===== config.mk =====
export PLATFORM = sky130hd
export DESIGN_NAME = signed_mult_seq_ctrl_flat
export DESIGN_NICKNAME = d
export VERILOG_FILES = /design/src/rtl/signed_mult_seq_ctrl_pkg.sv /design/src/rtl/signed_mult_seq_ctrl_if.sv /design/src/rtl/signed_mult_seq_ctrl_shift_add_core.sv /design/src/rtl/signed_mult_seq_ctrl.sv /design/src/flat_wrapper.sv
export SDC_FILE = /design/constraint.sdc
export NUM_CORES = 1
export LEC_CHECK = 0
export CAP_MARGIN = 20
export CORE_UTILIZATION = 47
export CTS_BUF_LIST = sky130_fd_sc_hd__clkbuf_4
export DETAILED_ROUTE_END_ITERATION = 8
export MAX_ROUTING_LAYER = met4
export PLACE_DENSITY = 0.77
export SYNTH_ARGS = -nofsm -noshare
export SYNTH_HDL_FRONTEND = slang
export SYNTH_SLANG_ARGS = --single-unit

===== constraint.sdc =====
create_clock -name clk -period 4.1 [get_ports clk]
set_clock_uncertainty 0.1 [all_clocks]
set_input_delay 0.82 -clock clk [delete_from_list [all_inputs] [get_ports clk]]
set_output_delay 0.82 -clock clk [all_outputs]
set_load 0.05 [all_outputs]

===== src/rtl/signed_mult_seq_ctrl_pkg.sv =====
// Shared types and defaults for the signed multiply sequencer.
package signed_mult_pkg;

  localparam int DEF_W       = 4;
  localparam int DEF_TIMEOUT = 16;

  typedef enum logic [2:0] {
    ST_IDLE  = 3'd0,
    ST_ABS_A = 3'd1,
    ST_ABS_B = 3'd2,
    ST_MUL   = 3'd3,
    ST_NEG   = 3'd4,
    ST_FIN   = 3'd5
  } state_e;

  // Wait counter must hold every value up to TIMEOUT.
  function automatic int tmo_cw(input int timeout);
    return $clog2(timeout + 1);
  endfunction

  localparam int DEF_TCW = tmo_cw(DEF_TIMEOUT);

endpackage


===== src/rtl/signed_mult_seq_ctrl_if.sv =====
// Select/finish handshake between the multiply sequencer and the complement unit.
interface signed_mult_seq_ctrl_if #(
  parameter int W = 4
);
  logic         cmp_sel;
  logic [W-1:0] cmp_in;
  logic [W-1:0] cmp_out;
  logic         cmp_finish;

  modport master (output cmp_sel, cmp_in, input cmp_out, cmp_finish);
  modport slave  (input cmp_sel, cmp_in, output cmp_out, cmp_finish);
endinterface


===== src/rtl/signed_mult_seq_ctrl_shift_add_core.sv =====
// Unsigned W x W shift-add multiplier: load once, then W steps leave the product in o_acc.
module shift_add_core #(
  parameter int W = 4
) (
  input  logic           clk,
  input  logic           rst,
  input  logic           i_load,
  input  logic           i_step,
  input  logic [W-1:0]   i_mcand,
  input  logic [W-1:0]   i_mult,
  output logic [2*W-1:0] o_acc,
  output logic [2*W-1:0] o_acc_next,
  output logic           o_last
);

  localparam int            CW   = (W > 1) ? $clog2(W) : 1;
  localparam logic [CW-1:0] LAST = CW'(W - 1);

  logic [2*W-1:0] r_acc;
  logic [W-1:0]   r_mcand;
  logic [W-1:0]   r_mult;
  logic [CW-1:0]  r_cnt;

  logic [W-1:0]   w_addend;
  logic [W:0]     w_sum;

  // Carry out of the upper-half add lands in the MSB after the shift.
  assign w_addend   = r_mult[0] ? r_mcand : '0;
  assign w_sum      = {1'b0, r_acc[2*W-1:W]} + {1'b0, w_addend};
  assign o_acc_next = {w_sum, r_acc[W-1:1]};
  assign o_acc      = r_acc;
  assign o_last     = (r_cnt == LAST);

  // NOTE: non-blocking assignments so every register samples pre-edge values.
  always_ff @(posedge clk or negedge rst) begin
    if (!rst) begin
      r_acc   <= '0;
      r_mcand <= '0;
      r_mult  <= '0;
      r_cnt   <= '0;
    end else if (i_load) begin
      r_acc   <= '0;
      r_mcand <= i_mcand;
      r_mult  <= i_mult;
      r_cnt   <= '0;
    end else if (i_step) begin
      r_acc   <= o_acc_next;
      r_mult  <= r_mult >> 1;
      r_cnt   <= r_cnt + CW'(1);
    end
  end

endmodule


===== src/rtl/signed_mult_seq_ctrl.sv =====
// Signed W-bit multiply sequencer: takes operand magnitudes via the complement unit,
// runs an unsigned shift-add, and re-applies the sign.
module signed_mult_seq_ctrl
  import signed_mult_pkg::*;
#(
  parameter int W       = DEF_W,
  parameter int TIMEOUT = DEF_TIMEOUT
) (
  input  logic                  clk,
  input  logic                  rst,
  input  logic                  i_start,
  input  logic [W-1:0]          i_a,
  input  logic [W-1:0]          i_b,
  output logic                  o_busy,
  output logic                  o_done,
  output logic                  o_err,
  output logic [2*W-1:0]        o_product,
  signed_mult_seq_ctrl_if.master cmp
);

  localparam int             TCW      = tmo_cw(TIMEOUT);
  localparam logic [TCW-1:0] TMO_LAST = TCW'(TIMEOUT - 1);

  state_e         r_state;
  state_e         w_next;

  logic [W-1:0]   r_a;
  logic [W-1:0]   r_b;
  logic           r_sign;
  logic           r_err;
  logic [2*W-1:0] r_product;
  logic [TCW-1:0] r_wait;

  logic           w_abs;
  logic           w_timeout;
  logic           w_load;
  logic           w_step;
  logic           w_last;
  logic [W-1:0]   w_load_mcand;
  logic [W-1:0]   w_load_mult;
  logic [2*W-1:0] w_acc;
  logic [2*W-1:0] w_acc_next;

  assign w_abs     = (r_state == ST_ABS_A) || (r_state == ST_ABS_B);
  assign w_timeout = w_abs && !cmp.cmp_finish && (r_wait == TMO_LAST);
  assign w_load    = (r_state != ST_MUL) && (w_next == ST_MUL);
  assign w_step    = (r_state == ST_MUL);

  assign o_err     = r_err;
  assign o_product = r_product;

  // A magnitude arriving this cycle bypasses its register straight into the core.
  always_comb begin
    w_load_mcand = r_a;
    w_load_mult  = r_b;
    if (r_state == ST_IDLE) begin
      w_load_mcand = i_a;
      w_load_mult  = i_b;
    end else if (r_state == ST_ABS_A) begin
      w_load_mcand = cmp.cmp_out;
    end else if (r_state == ST_ABS_B) begin
      w_load_mult  = cmp.cmp_out;
    end
  end

  shift_add_core #(.W(W)) u_core (
    .clk        (clk),
    .rst        (rst),
    .i_load     (w_load),
    .i_step     (w_step),
    .i_mcand    (w_load_mcand),
    .i_mult     (w_load_mult),
    .o_acc      (w_acc),
    .o_acc_next (w_acc_next),
    .o_last     (w_last)
  );

  always_ff @(posedge clk or negedge rst) begin
    if (!rst) r_state <= ST_IDLE;
    else      r_state <= w_next;
  end

  // NOTE: default assignment first so no path through the case infers a latch.
  always_comb begin
    w_next = r_state;
    case (r_state)
      ST_IDLE: begin
        if (i_start) begin
          if (i_a[W-1])      w_next = ST_ABS_A;
          else if (i_b[W-1]) w_next = ST_ABS_B;
          else               w_next = ST_MUL;
        end
      end
      ST_ABS_A: begin
        if (cmp.cmp_finish) w_next = r_b[W-1] ? ST_ABS_B : ST_MUL;
        else if (w_timeout) w_next = ST_FIN;
      end
      ST_ABS_B: begin
        if (cmp.cmp_finish) w_next = ST_MUL;
        else if (w_timeout) w_next = ST_FIN;
      end
      ST_MUL: begin
        if (w_last) w_next = (r_sign && (w_acc_next != '0)) ? ST_NEG : ST_FIN;
      end
      ST_NEG:  w_next = ST_FIN;
      ST_FIN:  w_next = ST_IDLE;
      default: w_next = ST_IDLE;
    endcase
  end

  always_comb begin
    o_busy      = 1'b0;
    o_done      = 1'b0;
    cmp.cmp_sel = 1'b0;
    cmp.cmp_in  = '0;
    case (r_state)
      ST_ABS_A: begin
        o_busy      = 1'b1;
        cmp.cmp_sel = 1'b1;
        cmp.cmp_in  = r_a;
      end
      ST_ABS_B: begin
        o_busy      = 1'b1;
        cmp.cmp_sel = 1'b1;
        cmp.cmp_in  = r_b;
      end
      ST_MUL, ST_NEG: o_busy = 1'b1;
      ST_FIN:         o_done = 1'b1;
      default: ;
    endcase
  end

  always_ff @(posedge clk or negedge rst) begin
    if (!rst) begin
      r_a       <= '0;
      r_b       <= '0;
      r_sign    <= 1'b0;
      r_err     <= 1'b0;
      r_product <= '0;
      r_wait    <= '0;
    end else begin
      if (w_next != r_state) r_wait <= '0;
      else if (w_abs)        r_wait <= r_wait + TCW'(1);

      case (r_state)
        ST_IDLE: begin
          if (i_start) begin
            r_a       <= i_a;
            r_b       <= i_b;
            r_sign    <= i_a[W-1] ^ i_b[W-1];
            r_err     <= 1'b0;
            r_product <= '0;
          end
        end
        ST_ABS_A: begin
          if (cmp.cmp_finish) r_a <= cmp.cmp_out;
          else if (w_timeout) begin
            r_err     <= 1'b1;
            r_product <= '0;
          end
        end
        ST_ABS_B: begin
          if (cmp.cmp_finish) r_b <= cmp.cmp_out;
          else if (w_timeout) begin
            r_err     <= 1'b1;
            r_product <= '0;
          end
        end
        ST_MUL: begin
          if (w_last && (w_next == ST_FIN)) r_product <= w_acc_next;
        end
        ST_NEG:  r_product <= ~w_acc + (2*W)'(1);
        default: ;
      endcase
    end
  end

endmodule


===== src/flat_wrapper.sv =====
// flat-port wrapper written by rule: the top's interface ports become plain ports
module signed_mult_seq_ctrl_flat import signed_mult_pkg::*;
#(
  parameter int W       = DEF_W,
  parameter int TIMEOUT = DEF_TIMEOUT
)
  (clk, rst, i_start, i_a, i_b, o_busy, o_done, o_err, o_product, cmp_cmp_sel, cmp_cmp_in, cmp_cmp_out, cmp_cmp_finish);
  signed_mult_seq_ctrl_if #(.W(W)) cmp_i ();
  input  logic clk;
  input  logic rst;
  input  logic i_start;
  input  logic [W-1:0] i_a;
  input  logic [W-1:0] i_b;
  output logic o_busy;
  output logic o_done;
  output logic o_err;
  output logic [2*W-1:0] o_product;
  output wire logic [$bits(cmp_i.cmp_sel)-1:0] cmp_cmp_sel;
  output wire logic [$bits(cmp_i.cmp_in)-1:0] cmp_cmp_in;
  input wire logic [$bits(cmp_i.cmp_out)-1:0] cmp_cmp_out;
  input wire logic [$bits(cmp_i.cmp_finish)-1:0] cmp_cmp_finish;
  assign cmp_cmp_sel = cmp_i.cmp_sel;
  assign cmp_cmp_in = cmp_i.cmp_in;
  assign cmp_i.cmp_out = cmp_cmp_out;
  assign cmp_i.cmp_finish = cmp_cmp_finish;
  signed_mult_seq_ctrl #(.W(W), .TIMEOUT(TIMEOUT)) u_core (.clk(clk), .rst(rst), .i_start(i_start), .i_a(i_a), .i_b(i_b), .o_busy(o_busy), .o_done(o_done), .o_err(o_err), .o_product(o_product), .cmp(cmp_i));
endmodule

Word-level counts from Yosys, hierarchy flattened
Index checks and enable logic that the tools add are counted.
{"block": "word_totals", "output_inout_bits": 16, "ff_bits": 44}
{"block": "classes", "n_eq_ne": 17, "addsub": 4, "mux": 42, "reduce_logical": 22, "n_bitwise": 2}
{"cell": "$mux W8", "n": 6}
{"cell": "$mux W4", "n": 11}
{"cell": "$pmux W8 S4", "n": 1}
{"cell": "$pmux W4 S2", "n": 3}
{"cell": "$mux W3", "n": 6}
{"cell": "$pmux W3 S5", "n": 1}
{"cell": "$mux W5", "n": 2}
{"cell": "$reduce_bool A2 Y1", "n": 5}
{"cell": "$eq A3 B2 Y1 const B", "n": 3}
{"cell": "$eq A3 B3 Y1 const B", "n": 3}
{"cell": "$mux W1", "n": 9}
{"cell": "$add A8 B1 Y8 const B", "n": 1}
{"cell": "$ne A2 B2 Y1 const B", "n": 4}
{"cell": "$not A8 Y8", "n": 1}
{"cell": "$reduce_bool A8 Y1", "n": 1}
{"cell": "$reduce_and A3 Y1", "n": 2}
{"cell": "$add A4 B4 Y5", "n": 1}
{"cell": "$add A5 B1 Y5 const B", "n": 1}
{"cell": "$eq A5 B4 Y1 const B", "n": 1}
{"cell": "$logic_and A1 B1 Y1", "n": 5}
{"cell": "$reduce_and A5 Y1", "n": 1}
{"cell": "$mux W2", "n": 2}
{"cell": "$ne A2 B1 Y1 const B", "n": 2}
{"cell": "$reduce_and A4 Y1", "n": 1}
{"cell": "14 further kinds", "n": 14}

Longest topological paths before layout
{"block": "logic_depth", "depth_word": 11, "mapped_depth": 9, "depth_no_buf": 9}

Modules after synthesis
From an unflattened synthesis, not the netlist that was laid out.
{"block": "hier_totals", "cells_unflattened": 304, "hier_area_um2": 2901.5}
{"mod": "signed_mult_seq_ctrl", "n_inst": 1, "area_per_inst_um2": 1938.1, "cells_per_inst": 219}
{"mod": "shift_add_core", "n_inst": 1, "area_per_inst_um2": 963.4, "cells_per_inst": 85}

Worst setup path after synthesis
Ideal clock, no wire load.
{"block": "synth_timing", "kind": "flip-flop to output port", "from": "reg u_core.r_state[0]", "to": "out cmp_cmp_in[0]", "slack_ns": 1.449, "path_stages_with_launch": 5, "path_buffers": 2, "arrival_ns": 1.731, "cell_sequence": "dfrtp_1 > buf_6 > buf_2 > nor3_2 > a22o_1"}
{"block": "synth_between", "elab_chain_cells": 2}
{"item": "start, declared", "line": "signed_mult_seq_ctrl.sv:24", "text": "state_e r_state;"}
{"item": "start signal, assigned", "line": "signed_mult_seq_ctrl.sv:80", "text": "else r_state <= w_next;"}
{"item": "$eq A3 B2 Y1 or $eq A3 B1 Y1 (tied branches)", "line": "signed_mult_seq_ctrl.sv:116", "text": "case (r_state)"}
{"item": "$pmux W4 S2 *", "line": "signed_mult_seq_ctrl.sv:116"}
{"item": "end, declared", "line": "flat_wrapper.sv:19", "text": "output wire logic [$bits(cmp_i.cmp_in)-1:0] cmp_cmp_in;"}
Every way passes the cells marked *; elsewhere a longest branch is shown, timed or not.

Worst setup path in the final report
{"block": "layout_timing", "from": "reg u_core.r_state[1]", "to": "out cmp_cmp_in[3]"}
Same word-level chain as after synthesis.

==> results.py <==
metrics = {
    "global_routing": {
        "grt_start_max_net_pins": 45,
        "grt.total_usage_pct": 22.42,
        "grt_overflow": 0,
        "grt_pass1_wl_um": 10720,
        "grt_pass1_vias": 2232,
        "antenna_found_initial": 0,
    },
    "sta": {
        "maxSlewHeadroom_pct": 56.74,
        "setup_viol": 0,
        "setup_ws_ns": 0.3520,
        "period_minus_slack_ns": 3.748,
        "worstMarginPinSlew_ns": 0.6421,
        "setup_tns_ns": 0,
        "period_share_pct": 91.41,
        "hold_viol": 0,
        "maxSlewViolCount": 0,
        "rsz0062_at_grt": "no",
        "max_freq_mhz": 266.8,
    },
    "drt": {
        "first_iter_violations": 137,
        "antenna_left": 0,
        "viasPerCell": 5.711,
        "num_vias": 2273,
        "drc": 0,
        "routed_wl_um": 6146,
        "drt-wirelength-per-cell_um": 15.44,
        "drt_pass1_iterations": 4,
    },
    "final_layout": {
        "final_common_cell": "dfrtp_1",
        "drive_gt1_share_pct": 11.04,
        "mostFrequentLayoutCells": "dfrtp_1, nand2_1, clkdlybuf4s50_1",
        "nNetsFinal": 351,
        "layout.cells.non_filler": 398,
        "diodes": 0,
        "syn2layout_area_growth_pct": 15.17,
    },
    "die": {
        "fp.dieArea_um2": 6333,
        "initial_core_util_pct": 50.14,
        "ios": 32,
        "rows": 27,
        "fp.dieW_um": 79.58,
        "die_y_um": 79.58,
        "coreArea_um2": 5642,
    },
    "power_and_ir_drop": {
        "power_density_nw_per_um2": 855.2,
        "leakagePower_nw": 1.435,
        "ir_drop_mv": 0.3937,
    },
    "logic_synthesis": {
        "syn-cell-area_um2": 2829,
        "synthCells": 298,
        "yosysSeqAreaShare_pct": 38.92,
        "synthArstFlopShare_pct": 100.0,
        "synth_nets": 324,
        "yosysWarnings": 0,
        "synth_area_per_cell_um2": 9.493,
        "synth_edf_count": 0,
        "synth_flop_cell": "dfrtp_1",
        "synth_cell_types": 53,
        "synth-seq-cells": 44,
    },
    "setup_path": {
        "slowest_stage": "clkdlybuf4s50_1",
        "slowest_delay_ns": 0.80,
        "critPathLaunchType": "flop",
        "worstSetupPathType": "reg2out",
        "cp_data_required_time_ns": 3.18,
        "crit_fanout": 16,
        "worstPathArrival_ns": 2.83,
        "path_cells": "inv_2 > nor3_2 > a22o_1 > clkdlybuf4s50_1",
        "crit_path_end_kind": "output pin",
    },
    "clock_network": {
        "cts_hold_buffers": 0,
        "post_cts_resized": 0,
        "cts_tree": "done",
        "root_buffer": "clkbuf_4",
        "clock_latency_ns": 0.38,
        "cts_setup_buffers": 0,
        "clock_sink_count": 44,
        "cts_made_buffers": 5,
        "clk_pin_slew_worst_paths_ns": 0.15,
        "clk_path_buf_depth": 2,
        "cts.htree.levels": 2,
    },
    "placed_design": {
        "placedCellCount": 389,
        "dp_hpwl_um": 4606,
        "preCtsSetupSlack_ns": 0.7945,
        "gp_congestion": 0.8316,
        "port_buffers": 31,
    },
    "flow_run": {
        "drv_cap": 0,
    },
    "status": {
        "outcome": "completed",
    },
    "hold_path": {
        "hp-class": "in2async",
    },
}
==> path summary, 6_finish.rpt <==
kind	to	from	slack, ns	cells past startpoint
max in group asynchronous	u_core.u_core.r_mcand[2]	rst	3.34	2
max reg2reg	u_core.o_product[6]	u_core.u_core.r_mult[0]	1.25	9
min	u_core.o_product[1]	rst	0.12	1
min reg2reg	u_core.u_core.r_cnt[0]	u_core.u_core.r_cnt[0]	0.40	1
max	cmp_cmp_in[3]	u_core.r_state[1]	0.35	4
min in group clk	u_core.u_core.r_cnt[0]	u_core.u_core.r_cnt[0]	0.40	1
==> cell families (layout without fill, tap and decap cells) <==
logic type               after synthesis  after routing  share of synthesized area (%)
AND/OR/NAND/NOR                      101            101                          17.82
multiplexers                          27             27                          10.39
AO/OA/AOI/OAI                         76             76                          19.33
flip-flops                            44             44                          38.92
XOR/XNOR                              12             12                          3.715
adder cells (fa/ha/maj)               10             10                          4.688
buffers and inverters                 28             56                          5.130
==> registers in the layout, indices dropped and copies added, names as in the netlist <==
name,flops
u_core.o_err,1
u_core.o_product,8
u_core.r_a,4
u_core.r_b,4
u_core.r_sign,1
u_core.r_state,3
u_core.r_wait,5
u_core.u_core.o_acc,8
u_core.u_core.r_cnt,2
u_core.u_core.r_mcand,4
u_core.u_core.r_mult,4
==> worst max-delay path: cells and delay by family, from the launching register on <==
family          cells  cell delay [ns]
compound gates      1             0.25
flops               1             0.70
simple gates        1             0.57
buf+inv             2             0.93
==> where the power goes <==
part / leakage (nW) / internal, mW / total [mW] / switching [mW]
Sequential: 0.559 / 0.608 / 0.788 / 0.181
Combinational: 0.834 / 0.707 / 1.71 / 1.00
Clock: 0.0418 / 0.130 / 0.287 / 0.157
Total: 1.43 / 1.44 / 2.79 / 1.34
==> stage by stage <==
step / cell area [um^2] / hold WS (ns) / utilization, % / total power [mW]
after global routing: 3258 / 0.08444 / 57.75 / 3.019
after global placement: 3154 / 0.3726 / 55.91 / 2.457
final: 3258 / 0.1197 / 57.75 / 2.786
after floorplan: 2829 / 0.3573 / - / 2.128
after detailed placement: 3154 / 0.3822 / 55.91 / 2.503
after CTS: 3238 / 0.4029 / 57.40 / 2.794
==> layer usage <==
| layer | global-route usage [%] | up-vias | wire, um |
|---|---|---|---|
| met2 | 34.62 | 60 | 2863 |
| met1 | 29.93 | 1082 | 2914 |
| met4 | 7.273 | 0 | 95 |
| met5 | - | - | 0 |
| li1 | - | 1121 | - |
| met3 | 3.771 | 10 | 273 |
==> area by class of cell <==
cell class,count,area (um^2)
clock buffers,5,37.54
clock inverters,3,46.29
fillers,505,2384
inverters,12,45.04
multi-input cells,226,1583
flip-flops and latches,44,1101
well taps,72,90.09
repair buffers,36,355.3
==> cell usage after synthesis (5+ instances only) <==
cell type	number	share of area [%]
a21oi_1	13	2.3
a2bb2oi_1	5	1.5
and2_1	6	1.3
buf_2	5	0.88
clkbuf_1	6	0.80
dfrtp_1	44	39
ha_1	9	4.0
inv_1	11	1.5
mux2_2	7	2.8
mux2i_1	17	6.0
nand2_1	39	5.2
nand3_1	5	0.88
nor2_1	22	2.9
o21ai_0	23	4.1
o22ai_1	6	1.3
xnor2_1	6	1.9
xor2_1	6	1.9
No activity file was read; power rests on OpenSTA's default activity.
